==> src/rtl/maverickOne_pkg.sv <==
// rtl/maverickOne_pkg.sv - shared core types, including the external write-back arbiter request.
package maverickOne_pkg;

  localparam int XLEN            = 64;
  localparam int NUM_REGS        = 64;
  localparam int REG_AW          = $clog2(NUM_REGS);
  localparam int NUM_EXT_ARB_REQ = 4;

  typedef struct packed {
    logic [REG_AW-1:0] rd;
    logic [XLEN-1:0]   result;
    logic              word;
  } ext_arb_req_t;

  // Word results are sign-extended from bit 31 to the full register width.
  function automatic logic [XLEN-1:0] wb_format(input logic [XLEN-1:0] result, input logic word);
    if (word) return {{(XLEN-32){result[31]}}, result[31:0]};
    return result;
  endfunction

endpackage

==> src/rtl/ext_arb_rr_pick.sv <==
// rtl/ext_arb_rr_pick.sv - combinational rotate-priority picker starting at ptr.
module ext_arb_rr_pick #(
  parameter int NUM_REQ = 4,
  parameter int PW      = $clog2(NUM_REQ)
) (
  input  logic [NUM_REQ-1:0] valid_i,
  input  logic [PW-1:0]      ptr_i,
  output logic               any_o,
  output logic [PW-1:0]      g_o
);

  logic [2*NUM_REQ-1:0] w_dbl;
  int                   w_hit;

  assign w_dbl = {valid_i, valid_i};

  // Scan the window [ptr, ptr+NUM_REQ) of the doubled vector; descending so the lowest hit wins.
  always_comb begin
    any_o = 1'b0;
    w_hit = 0;
    for (int j = 2*NUM_REQ-1; j >= 0; j--) begin
      if (w_dbl[j] && (j >= int'(ptr_i)) && (j < int'(ptr_i) + NUM_REQ)) begin
        w_hit = j;
        any_o = 1'b1;
      end
    end
    g_o = (w_hit >= NUM_REQ) ? PW'(w_hit - NUM_REQ) : PW'(w_hit);
  end

endmodule

==> src/rtl/ext_arb_ctrl.sv <==
// rtl/ext_arb_ctrl.sv - round-robin arbiter for the shared register-file write port.
module ext_arb_ctrl
  import maverickOne_pkg::*;
#(
  parameter int NUM_REQ = NUM_EXT_ARB_REQ,
  parameter int PW      = $clog2(NUM_REQ)
) (
  input  logic               clk_i,
  input  logic               rst_i,
  input  ext_arb_req_t       req_i [NUM_REQ],
  input  logic [NUM_REQ-1:0] req_valid_i,
  output logic [NUM_REQ-1:0] req_ready_o,
  output logic [REG_AW-1:0]  wb_rd_o,
  output logic [XLEN-1:0]    wb_data_o,
  output logic               wb_valid_o,
  input  logic               wb_ready_i,
  output logic [PW-1:0]      grant_idx_o
);

  logic [PW-1:0]     r_ptr;
  logic [PW-1:0]     r_grant;
  logic              r_wb_valid;
  logic [REG_AW-1:0] r_wb_rd;
  logic [XLEN-1:0]   r_wb_data;

  logic              w_any;
  logic [PW-1:0]     w_g;
  logic              w_stage_free;
  logic              w_accept;
  ext_arb_req_t      w_win;
  logic [PW-1:0]     w_ptr_next;

  ext_arb_rr_pick #(
    .NUM_REQ (NUM_REQ),
    .PW      (PW)
  ) u_pick (
    .valid_i (req_valid_i),
    .ptr_i   (r_ptr),
    .any_o   (w_any),
    .g_o     (w_g)
  );

  assign w_stage_free = !r_wb_valid || wb_ready_i;
  assign w_accept     = !rst_i && w_any && w_stage_free;
  assign w_win        = req_i[w_g];
  assign w_ptr_next   = (w_g == PW'(NUM_REQ-1)) ? '0 : w_g + PW'(1);

  always_comb begin
    req_ready_o = '0;
    if (w_accept) req_ready_o[w_g] = 1'b1;
  end

  // A drained stage refills in the same cycle; x0 writes handshake but never load the stage.
  always_ff @(posedge clk_i) begin
    if (rst_i) begin
      r_ptr      <= '0;
      r_grant    <= '0;
      r_wb_valid <= 1'b0;
      r_wb_rd    <= '0;
      r_wb_data  <= '0;
    end else if (w_accept) begin
      r_ptr   <= w_ptr_next;
      r_grant <= w_g;
      if (w_win.rd != '0) begin
        r_wb_valid <= 1'b1;
        r_wb_rd    <= w_win.rd;
        r_wb_data  <= wb_format(w_win.result, w_win.word);
      end else begin
        r_wb_valid <= 1'b0;
      end
    end else if (wb_ready_i) begin
      r_wb_valid <= 1'b0;
    end
  end

  assign wb_valid_o  = r_wb_valid;
  assign wb_rd_o     = r_wb_rd;
  assign wb_data_o   = r_wb_data;
  assign grant_idx_o = r_grant;

endmodule

==> config.mk <==
export PLATFORM = sky130hd
export DESIGN_NAME = ext_arb_ctrl
export DESIGN_NICKNAME = d
export VERILOG_FILES = /design/src/rtl/maverickOne_pkg.sv /design/src/rtl/ext_arb_rr_pick.sv /design/src/rtl/ext_arb_ctrl.sv
export SDC_FILE = /design/constraint.sdc
export NUM_CORES = 1
export LEC_CHECK = 0
export CAP_MARGIN = 15
export CORE_AREA = 2 2 142 144
export DETAILED_ROUTE_END_ITERATION = 16
export DIE_AREA = 0 0 144 146
export GPL_TIMING_DRIVEN = 0
export HOLD_SLACK_MARGIN = 0.15
export PLACE_DENSITY = 0.78
export SLEW_MARGIN = 20
export SYNTH_ARGS = -nofsm -noshare
export SYNTH_HDL_FRONTEND = slang
export SYNTH_SLANG_ARGS = --single-unit
==> constraint.sdc <==
create_clock -name clk_i -period 4 [get_ports clk_i]
set_clock_uncertainty 0.05 [all_clocks]
set_input_delay 0.6 -clock clk_i [delete_from_list [all_inputs] [get_ports clk_i]]
set_output_delay 0.6 -clock clk_i [all_outputs]
set_load 0.05 [all_outputs]
==> results.sh <==
export IMPL_rsz0062_at_grt="false"
export IMPL_clock_sinks=75
export IMPL_holdWs_ps=404
export IMPL_wl_um=29000
export IMPL_post_place_ws_ps=-1460
export IMPL_syn_num_nets=1150
export IMPL_antenna_found_initial=0
export IMPL_hold_buffers=0
export IMPL_wire_per_inst_um=19.4
export IMPL_drive_gt1_share_pct=4.62
export IMPL_final_cell_mix="362 x clkdlybuf4s50_1, 239 x nand2_1, 80 x nand3_1"
export IMPL_antenna_left=0
export IMPL_ys_flop_type="dfxtp_1"
export IMPL_fill_cells=1906
export IMPL_slew_limit_headroom_pct=50.9
export IMPL_rr_worst_depth=12
export IMPL_finalHoldViolCount=0
export IMPL_vias=8013
export IMPL_synth_avg_cell_area_um2=6.77
export IMPL_period_minus_slack_ps=3870
export IMPL_crit_type="in -> out"
export IMPL_die_height_um=146
export IMPL_seqCellArea_um2=1500
export IMPL_drt_pass1_iter_count=6
export IMPL_synth_async_reset_ratio_pct=0
export IMPL_cp_max_fo=20
export IMPL_initial_core_util_pct=29.9
export IMPL_clk_latency_ps=330
export IMPL_p_leak_uw=0.00396
export IMPL_grt_pass1_wl_um=42500
export IMPL_num_antenna_cells=0
export IMPL_routabilityCongestion=0.890
export IMPL_setup_ws_ps=126
export IMPL_numCtsBuffers=9
export IMPL_synth_seq_cells=75
export IMPL_vias_per_cell=5.34
export IMPL_fin_area_um2=10200
export IMPL_drv_slew=0
export IMPL_grtUsageTotal_pct=26.3
export IMPL_status="complete, no violations"
export IMPL_cts_tree="yes"
export IMPL_tns_ps=0
export IMPL_setup_viol=0
export IMPL_syn_area_um2=5790
export IMPL_die_area_um2=21000
export IMPL_nets=1527
export IMPL_start_kind="input pin"
export IMPL_boundaryPins=368
export IMPL_place_hpwl_um=23200
export IMPL_ir_drop_uv=235
export IMPL_multi_input_area_um2=3900
export IMPL_path_clk_slew_ps=60
export IMPL_grt_max_degree=21
export IMPL_critPathCaptureType="primary output"
export IMPL_required_ps=3350
export IMPL_timing_fmax_mhz=258
export IMPL_yosys_warnings=0
export IMPL_core_um2=19300
export IMPL_drv_cap=0
export IMPL_cts_root_buffer="clkbuf_16"
export IMPL_cellPowerDensity_nw_per_um2=544
export IMPL_final_common_cell="clkdlybuf4s50_1"
export IMPL_clock_path_buffers=2
export IMPL_overflow=0
export IMPL_port_buffers=366
export IMPL_hold_path_class="reg -> reg"
export IMPL_area_delta_synth_final_pct=75.6
export IMPL_drc=0
export IMPL_ys_types=45
export IMPL_fin_crit_sh_pct=96.8
export IMPL_die_w_um=144
export IMPL_min_path_cells=2
export IMPL_htreeDepth=3
export IMPL_drt_first_iter_violations=558
export IMPL_synth_enable_flop_cells=0
export IMPL_synth_seq_area_share_pct=25.9
export IMPL_worstPathArrival_ps=3220
export IMPL_worst_slew_pin_slew_ps=737
export IMPL_rows=51
export IMPL_synthCells=855
export IMPL_grt_pass1_vias=7745
export IMPL_placed_cell_area_um2=9780
[routing by layer]
| layer | GRT usage, % | wire length, um | up-vias |
|---|---|---|---|
| met5 | 0 | 0 | - |
| met4 | 12.0 | 1270 | 0 |
| met3 | 6.32 | 2660 | 77 |
| met2 | 46.1 | 14000 | 419 |
| met1 | 30.0 | 11100 | 3673 |
| li1 | - | - | 3844 |
[cells by family after synthesis]
logic type / count (synthesis) / synth area share, %
AND/OR/NAND/NOR: 419 / 33.2
AO/OA/AOI/OAI: 226 / 26.7
buffers and inverters: 96 / 7.24
flip-flops: 75 / 25.9
multiplexers: 35 / 6.07
adder cells (fa/ha/maj): 4 / 0.865
[critical path, stage by stage]
cell and delay, ps:
clkdlybuf4s50_1 460, nor2b_2 220, or4b_1 490, buf_2 170, and2_1 140, buf_4 210, clkbuf_8 250, ha_1 200
and2_1 130, clkdlybuf4s15_2 330
[report_power, final]
part           internal (uW)  total (uW)  switching, uW
clock                    491         798            307
sequential               971        1090            124
combinational           1280        3640           2360
[what timing repair did]
action / CTS / global route
setup endpoints to repair: 65 / 44
gates resized for setup: 40 / 12
buffers inserted: 0 / 5
pin swaps: 0 / 2
[final timing paths]
path | start | end | slack [ps]
hold reg to reg | grant_idx_o[1]$_SDFFE_PP0P_ | grant_idx_o[1]$_SDFFE_PP0P_ | 400
setup / recovery | req_valid_i[0] | req_ready_o[2] | 130
hold / removal | grant_idx_o[1]$_SDFFE_PP0P_ | grant_idx_o[1]$_SDFFE_PP0P_ | 400
setup reg to reg | r_ptr[0]$_SDFFE_PP0P_ | wb_data_o[35]$_SDFFE_PP0P_ | 530
[state kept, by name, summed over array words and instances, names as in the netlist]
name / cells
wb_data_o: 64
wb_rd_o: 6
grant_idx_o: 2
r_ptr: 2
wb_valid_o: 1
[per-stage QoR]
step,utilization [%],cells,total power (uW)
finish,52.6,1500,5530
global route,52.6,1500,5840
detailed placement,50.6,1486,4680
CTS,52.3,1497,5520
floorplan,-,855,3290
global placement,50.6,1486,4640
[cells in the mapped netlist, types with 2 or more instances]
library cell | number | area (um^2)
buf_8 | 3 | 45.0
mux2i_1 | 34 | 340
dfxtp_1 | 75 | 1500
o21ai_0 | 34 | 170
nand2_1 | 240 | 901
clkbuf_1 | 79 | 297
buf_1 | 3 | 11.3
a211o_1 | 3 | 26.3
nor2b_1 | 6 | 37.5
buf_2 | 5 | 25.0
a211oi_1 | 34 | 255
and3_1 | 36 | 225
a21bo_2 | 5 | 50.1
nor3b_1 | 5 | 37.5
nor2_1 | 4 | 15.0
a31oi_1 | 66 | 413
a221oi_1 | 5 | 43.8
nor4_1 | 6 | 37.5
a32oi_1 | 5 | 43.8
a311oi_1 | 30 | 263
and2_1 | 37 | 231
nand3_1 | 80 | 400
ha_1 | 4 | 50.1
buf_6 | 2 | 22.5
a21oi_1 | 34 | 170
[area by class of cell]
class | instances | share of cell area (%)
Clock inverter | 3 | 0.394
Buffer | 88 | 4.27
Sequential cell | 75 | 14.8
Clock buffer | 11 | 2.39
Inverter | 3 | 0.135
Tap cell | 265 | 3.26
Timing Repair Buffer | 371 | 36.4
Multi-Input combinational cell | 684 | 38.4
(Power assumes the default switching activity.)
